File: src/rtl/skolem_search_bvslt_bvudiv_if.sv
// Request/result handshake bundle for the Skolem witness search.
// The master drives requests and consumes results; the slave is the search engine.
interface skolem_search_bvslt_bvudiv_if #(
  parameter int W = 4
) ();
  logic         in_valid;
  logic         in_ready;
  logic [W-1:0] s;
  logic [W-1:0] t;
  logic         mode;
  logic         abort;
  logic         out_valid;
  logic         out_ready;
  logic [W-1:0] x;
  logic         found;
  logic [W:0]   cand_cnt;

  modport master (
    output in_valid, s, t, mode, abort, out_ready,
    input  in_ready, out_valid, x, found, cand_cnt
  );

  modport slave (
    input  in_valid, s, t, mode, abort, out_ready,
    output in_ready, out_valid, x, found, cand_cnt
  );
endinterface

File: src/rtl/skolem_search_bvslt_bvudiv.sv
// Linear search for the smallest x with (x udiv s) <s t (mode 0) or (s udiv x) <s t (mode 1).
// One candidate per cycle; the last candidate is terminal, so the search never wraps.
module skolem_search_bvslt_bvudiv #(
  parameter int W = 4
) (
  input logic                         clk,
  input logic                         rst_n,
  skolem_search_bvslt_bvudiv_if.slave bus
);

  typedef enum logic [1:0] {
    IDLE   = 2'd0,
    SEARCH = 2'd1,
    DONE   = 2'd2
  } state_t;

  state_t       state_reg, state_next;
  logic [W-1:0] s_reg, s_next;
  logic [W-1:0] t_reg, t_next;
  logic         mode_reg, mode_next;
  logic [W-1:0] cand_reg, cand_next;
  logic [W:0]   cnt_reg, cnt_next;
  logic [W-1:0] x_reg, x_next;
  logic         found_reg, found_next;
  logic         out_valid_reg, out_valid_next;

  logic [W-1:0] dividend;
  logic [W-1:0] divisor;
  logic [W-1:0] quotient;
  logic         hit;
  logic         last_cand;

  // Division by zero yields all-ones, matching bit-vector udiv semantics.
  always_comb begin
    dividend = mode_reg ? s_reg : cand_reg;
    divisor  = mode_reg ? cand_reg : s_reg;
    if (divisor == '0) begin
      quotient = '1;
    end else begin
      quotient = dividend / divisor;
    end
    hit       = $signed(quotient) < $signed(t_reg);
    last_cand = &cand_reg;
  end

  always_comb begin
    state_next     = state_reg;
    s_next         = s_reg;
    t_next         = t_reg;
    mode_next      = mode_reg;
    cand_next      = cand_reg;
    cnt_next       = cnt_reg;
    x_next         = x_reg;
    found_next     = found_reg;
    out_valid_next = out_valid_reg;

    unique case (state_reg)
      IDLE: begin
        out_valid_next = 1'b0;
        if (bus.in_valid) begin
          s_next     = bus.s;
          t_next     = bus.t;
          mode_next  = bus.mode;
          cand_next  = '0;
          cnt_next   = '0;
          state_next = SEARCH;
        end
      end
      SEARCH: begin
        // Abort beats a coinciding hit and leaves the result registers untouched.
        if (bus.abort) begin
          state_next = IDLE;
        end else begin
          cnt_next = cnt_reg + (W+1)'(1);
          if (hit) begin
            x_next         = cand_reg;
            found_next     = 1'b1;
            out_valid_next = 1'b1;
            state_next     = DONE;
          end else if (last_cand) begin
            x_next         = '0;
            found_next     = 1'b0;
            out_valid_next = 1'b1;
            state_next     = DONE;
          end else begin
            cand_next = cand_reg + W'(1);
          end
        end
      end
      DONE: begin
        if (bus.out_ready) begin
          out_valid_next = 1'b0;
          state_next     = IDLE;
        end
      end
      default: begin
        out_valid_next = 1'b0;
        state_next     = IDLE;
      end
    endcase
  end

  always_ff @(posedge clk or negedge rst_n) begin
    if (!rst_n) begin
      state_reg <= IDLE;
    end else begin
      state_reg <= state_next;
    end
  end

  always_ff @(posedge clk or negedge rst_n) begin
    if (!rst_n) begin
      s_reg         <= '0;
      t_reg         <= '0;
      mode_reg      <= 1'b0;
      cand_reg      <= '0;
      cnt_reg       <= '0;
      x_reg         <= '0;
      found_reg     <= 1'b0;
      out_valid_reg <= 1'b0;
    end else begin
      s_reg         <= s_next;
      t_reg         <= t_next;
      mode_reg      <= mode_next;
      cand_reg      <= cand_next;
      cnt_reg       <= cnt_next;
      x_reg         <= x_next;
      found_reg     <= found_next;
      out_valid_reg <= out_valid_next;
    end
  end

  assign bus.in_ready  = (state_reg == IDLE);
  assign bus.out_valid = out_valid_reg;
  assign bus.x         = x_reg;
  assign bus.found     = found_reg;
  assign bus.cand_cnt  = cnt_reg;

endmodule

File: src/flat_wrapper.sv
// flat-port wrapper written by rule: the top's interface ports become plain ports
module skolem_search_bvslt_bvudiv_flat 
#(
  parameter int W = 4
)
  (clk, rst_n, bus_in_valid, bus_s, bus_t, bus_mode, bus_abort, bus_out_ready, bus_in_ready, bus_out_valid, bus_x, bus_found, bus_cand_cnt);
  skolem_search_bvslt_bvudiv_if #(.W(W)) bus_i ();
  input logic clk;
  input logic rst_n;
  input wire logic [$bits(bus_i.in_valid)-1:0] bus_in_valid;
  input wire logic [$bits(bus_i.s)-1:0] bus_s;
  input wire logic [$bits(bus_i.t)-1:0] bus_t;
  input wire logic [$bits(bus_i.mode)-1:0] bus_mode;
  input wire logic [$bits(bus_i.abort)-1:0] bus_abort;
  input wire logic [$bits(bus_i.out_ready)-1:0] bus_out_ready;
  output wire logic [$bits(bus_i.in_ready)-1:0] bus_in_ready;
  output wire logic [$bits(bus_i.out_valid)-1:0] bus_out_valid;
  output wire logic [$bits(bus_i.x)-1:0] bus_x;
  output wire logic [$bits(bus_i.found)-1:0] bus_found;
  output wire logic [$bits(bus_i.cand_cnt)-1:0] bus_cand_cnt;
  assign bus_i.in_valid = bus_in_valid;
  assign bus_i.s = bus_s;
  assign bus_i.t = bus_t;
  assign bus_i.mode = bus_mode;
  assign bus_i.abort = bus_abort;
  assign bus_i.out_ready = bus_out_ready;
  assign bus_in_ready = bus_i.in_ready;
  assign bus_out_valid = bus_i.out_valid;
  assign bus_x = bus_i.x;
  assign bus_found = bus_i.found;
  assign bus_cand_cnt = bus_i.cand_cnt;
  skolem_search_bvslt_bvudiv #(.W(W)) u_core (.clk(clk), .rst_n(rst_n), .bus(bus_i));
endmodule
File: config.mk
export PLATFORM = sky130hd
export DESIGN_NAME = skolem_search_bvslt_bvudiv_flat
export DESIGN_NICKNAME = d
export VERILOG_FILES = /design/src/rtl/skolem_search_bvslt_bvudiv_if.sv /design/src/rtl/skolem_search_bvslt_bvudiv.sv /design/src/flat_wrapper.sv
export SDC_FILE = /design/constraint.sdc
export NUM_CORES = 1
export LEC_CHECK = 0
export ABC_CLOCK_PERIOD_IN_PS = 6650
export CELL_PAD_IN_SITES_DETAIL_PLACEMENT = 0
export CELL_PAD_IN_SITES_GLOBAL_PLACEMENT = 2
export CORE_ASPECT_RATIO = 1.5
export CORE_MARGIN = 10
export CORE_UTILIZATION = 39
export DETAILED_ROUTE_END_ITERATION = 16
export DONT_BUFFER_PORTS = 1
export PLACE_DENSITY_LB_ADDON = 0.1
export SETUP_SLACK_MARGIN = 0.4
export SYNTH_ARGS = -nofsm -noshare
export SYNTH_HDL_FRONTEND = slang
export SYNTH_SLANG_ARGS = --single-unit
File: constraint.sdc
create_clock -name clk -period 6.65 [get_ports clk]
set_input_delay 1.995 -clock clk [delete_from_list [all_inputs] [get_ports clk]]
set_output_delay 1.995 -clock clk [all_outputs]
set_load 0.05 [all_outputs]
==> metrics.log <==
INFO  metric area_growth = 5.35%
INFO  metric cts_setup_buffers = 0
INFO  metric achievable-frequency = 177 MHz
INFO  metric dieWidth = roughly 73 um
INFO  metric number_of_global_route_vias_before_repair = 1406
INFO  metric grt_first_pass_wirelength = just under 7 mm
INFO  metric hold_path.startpoint = u_core.t_reg[0]
INFO  metric floorplan.die_area = between 0.007 and 0.008 mm^2
INFO  metric final_min_period_over_clock_period = between 80 and 90%
INFO  metric num_rows = 29
INFO  metric final_wl = 3.98 mm
INFO  metric detailed_place_hpwl = 3.27 mm
INFO  metric drcViolationCount = 0
INFO  metric total_of_hold_buffers_inserted_after_clock_tree_synthesis = 0
INFO  metric ff2ff_setup_slack = roughly 1 ns
INFO  metric clock_tree.buffer_depth = 2
INFO  metric timing.critical_path.from_type = flop
INFO  metric wp_data_required = 6.81 ns
INFO  metric synth_largest_area_cell = sky130_fd_sc_hd__dfrtp_1
INFO  metric synth-xor-area-share = 2.11%
INFO  metric synthesis.area = 0.00166 mm^2
INFO  metric io_pins = 26
INFO  metric router_iterations_before_antenna_repair = 4
INFO  metric synth_top_area_share = 39.2%
INFO  metric finalMaxSlewViolations = 0
INFO  metric maxCapViolCount = 0
INFO  metric synth.area.top_cells = sky130_fd_sc_hd__dfrtp_1, sky130_fd_sc_hd__ha_1, sky130_fd_sc_hd__nand2_1
INFO  metric worst_ep_arrival_time = between 5 and 6 ns
INFO  metric clock_tree.htree_level_count = 1
INFO  metric clock_transition_at_the_register_clock_pins_on_the_worst_setup_and_hold_paths_after_cts = 0.09 ns
INFO  metric place_inst = 219
INFO  metric pin_count_of_the_biggest_net_entering_global_routing = 27
INFO  metric synth_adder_area_share = 12.0%
INFO  metric synth_sequential_area_ratio = 39.2%
INFO  metric slew_headroom = 33.4%
INFO  metric antenna_violating_nets_post_route = 0
INFO  metric largest_family_of_logic_cells_by_synthesized_area = simple AND/OR/NAND/NOR gates
INFO  metric routed_wire_length_per_instance = 17.9 um
INFO  metric clkLatencyLatePin = ~0.27 ns
INFO  metric route.vias.total = 1278
INFO  metric crit_path_start = u_core.mode_reg
INFO  metric syn_area_per_cell = 9.39 um^2
INFO  metric report.final.setup_viol = 0
INFO  metric grt_overflow = 0
INFO  metric synthCells = around 180
INFO  metric setup-tns-final = 0 ns
INFO  metric outcome = complete, no violations
INFO  metric initial_utilization = 39.8%
INFO  metric clock_sinks = 26
INFO  metric placeableCoreArea = approximately 0.0042 mm^2
INFO  metric chipHeight = approximately 100 um
INFO  metric worst_hold_path.num_cells = 2
INFO  metric cts_buffers = 3
INFO  metric fin_worst_skew = approximately 0.0025 ns
INFO  metric n_antenna_cell = 0
INFO  metric synth.net_count = 207
INFO  metric tritoncts_clock_tree = built
INFO  metric min_path_type = reg -> reg
INFO  metric final_net_count = 208
INFO  metric clock_tree_root = sky130_fd_sc_hd__clkbuf_8
INFO  metric worst_pin_slew = 0.995 ns
INFO  metric hold_viol = 0
INFO  metric whs_endpoint = u_core.t_reg[0]
INFO  metric synth_simple_gate_area_share = 18.1%
INFO  metric timing.setup.critical_path_class = reg -> reg
INFO  metric synth_compound_area_share = 16.9%
INFO  metric post_route_cells_drive_above_1_share = 7.34%
INFO  metric gr-usage-all-layers = roughly 12%
INFO  metric gpl.final_weighted_congestion = 0.845
INFO  metric rsz0062_at_grt = no
INFO  metric mostFrequentLayoutCell = sky130_fd_sc_hd__nand2_1
INFO  metric period_minus_slack = 5.66 ns
INFO  metric synth.area.mux_share = 7.83%
INFO  metric largest_register_ffs = 5
INFO  metric fillers = between 400 and 500
INFO  metric layout.cells.most_common_list = sky130_fd_sc_hd__nand2_1, sky130_fd_sc_hd__dfrtp_1, sky130_fd_sc_hd__ha_1
INFO  metric post_place_instance_area = about 0.0017 mm^2
INFO  metric synth_warnings = 0
INFO  metric drt_iter0_markers = 47
INFO  metric yosys_register_bits = 26
INFO  metric kind_of_capture_point_of_the_worst_setup_path = flop
INFO  metric viasPerCell = 5.73
INFO  metric worst_r2r_endpoint = u_core.cand_reg[0]
INFO  metric grt_antenna_before_repair = 0
INFO  metric instances_no_fill = 223
INFO  metric crit_path_max_fanout = 13
INFO  metric worst_r2r_startpoint = u_core.mode_reg
INFO  metric synthDistinctLibCells = 40
INFO  metric final_design_area_no_fill = 0.00175 mm^2
INFO  metric cts.repair.resized = 0
INFO  metric worst_r2r_path_depth = 19
INFO  metric io_buffer_count = 0
-- synthesized netlist by cell type --
master,count
sky130_fd_sc_hd__o31a_1,1
sky130_fd_sc_hd__dfrtp_1,26
sky130_fd_sc_hd__clkbuf_1,2
sky130_fd_sc_hd__mux2_2,5
sky130_fd_sc_hd__a22o_1,5
sky130_fd_sc_hd__nor4_1,1
sky130_fd_sc_hd__nor2b_1,3
sky130_fd_sc_hd__and3_1,2
sky130_fd_sc_hd__or2_2,1
sky130_fd_sc_hd__o211a_1,1
sky130_fd_sc_hd__o221ai_1,1
sky130_fd_sc_hd__o21ai_1,1
sky130_fd_sc_hd__nand2_1,33
sky130_fd_sc_hd__and2_1,2
sky130_fd_sc_hd__a21o_1,1
sky130_fd_sc_hd__nand2b_1,4
sky130_fd_sc_hd__mux2i_1,6
sky130_fd_sc_hd__a21oi_1,7
sky130_fd_sc_hd__o32ai_1,1
sky130_fd_sc_hd__nand4_1,2
sky130_fd_sc_hd__o21ai_0,10
sky130_fd_sc_hd__inv_1,11
sky130_fd_sc_hd__ha_1,16
sky130_fd_sc_hd__nor3_1,2
sky130_fd_sc_hd__a2111oi_2,1
sky130_fd_sc_hd__o21a_1,4
sky130_fd_sc_hd__xor2_1,4
sky130_fd_sc_hd__a31oi_1,2
sky130_fd_sc_hd__nor3b_1,1
sky130_fd_sc_hd__nor4b_2,1
sky130_fd_sc_hd__buf_6,1
sky130_fd_sc_hd__o211ai_1,2
sky130_fd_sc_hd__or3_1,1
sky130_fd_sc_hd__nand3_1,2
sky130_fd_sc_hd__o2111a_1,1
sky130_fd_sc_hd__buf_2,1
sky130_fd_sc_hd__nor2_1,9
sky130_fd_sc_hd__mux2i_2,1
sky130_fd_sc_hd__a41o_1,1
sky130_fd_sc_hd__o2111ai_1,1
-- worst max-delay path by stage --
stage	end	depth (start not counted)	slack (ns)
3_3_place_gp	u_core.cand_reg[0]	19	1.25
2_1_floorplan	u_core.cand_reg[0]	20	1.60
3_5_place_dp	u_core.cand_reg[0]	18	1.02
5_1_grt	u_core.cand_reg[0]	19	0.64
4_1_cts	u_core.cand_reg[0]	18	0.98
6_report	u_core.cand_reg[0]	19	0.99
-- final cells by class --
| class | count | area (um^2) | share of cell area [%] |
|---|---|---|---|
| multi-input cells | 136 | 946 | 54.0 |
| inverters | 11 | 41.3 | 2.36 |
| clock buffers | 4 | 55.1 | 3.15 |
| well taps | 46 | 57.6 | 3.29 |
| flip-flops and latches | 26 | 651 | 37.2 |
-- per-stage QoR --
step / setup slack [ns] / utilization [%] / hold WS, ns
4_1_cts: 0.985 / 41.9 / 0.493
5_1_grt: 0.640 / 41.9 / 0.534
3_3_place_gp: 1.25 / 40.6 / 0.480
6_report: 0.992 / 41.9 / 0.490
2_1_floorplan: 1.60 / - / 0.446
3_5_place_dp: 1.02 / 40.6 / 0.471
-- layer usage --
layer	routed length, um	share of wire (%)	track usage (%)
met5	0	0	0
met4	116	2.9	5.18
met3	138	3.5	2.27
met2	2170	54	20.8
met1	1560	39	12.3
-- logic make-up after synthesis --
logic type	count (synthesis)
flops	26
fa+ha+maj	16
compound gates	40
buf+inv	15
simple gates	64
mux	12
xor+xnor	4
-- critical path: stages (launching register included) --
cell                       delay (ns)
sky130_fd_sc_hd__dfrtp_1         0.68
sky130_fd_sc_hd__mux2i_2         0.48
sky130_fd_sc_hd__ha_1            0.24
sky130_fd_sc_hd__a21oi_1         0.10
sky130_fd_sc_hd__a21oi_1         0.16
sky130_fd_sc_hd__ha_1            0.27
sky130_fd_sc_hd__o21a_1          0.13
sky130_fd_sc_hd__o221ai_1        0.31
sky130_fd_sc_hd__mux2_2          0.40
sky130_fd_sc_hd__ha_1            0.30
sky130_fd_sc_hd__o21a_1          0.13
sky130_fd_sc_hd__o21a_1          0.18
sky130_fd_sc_hd__o21ai_1         0.31
sky130_fd_sc_hd__mux2_2          0.38
sky130_fd_sc_hd__ha_1            0.29
sky130_fd_sc_hd__o211ai_1        0.09
sky130_fd_sc_hd__o2111a_1        0.27
sky130_fd_sc_hd__o211ai_1        0.35
sky130_fd_sc_hd__a21oi_1         0.17
sky130_fd_sc_hd__mux2_2          0.30
Power is not shown: default switching activity piles up to over one toggle a cycle in this logic, so the estimate is an artifact.
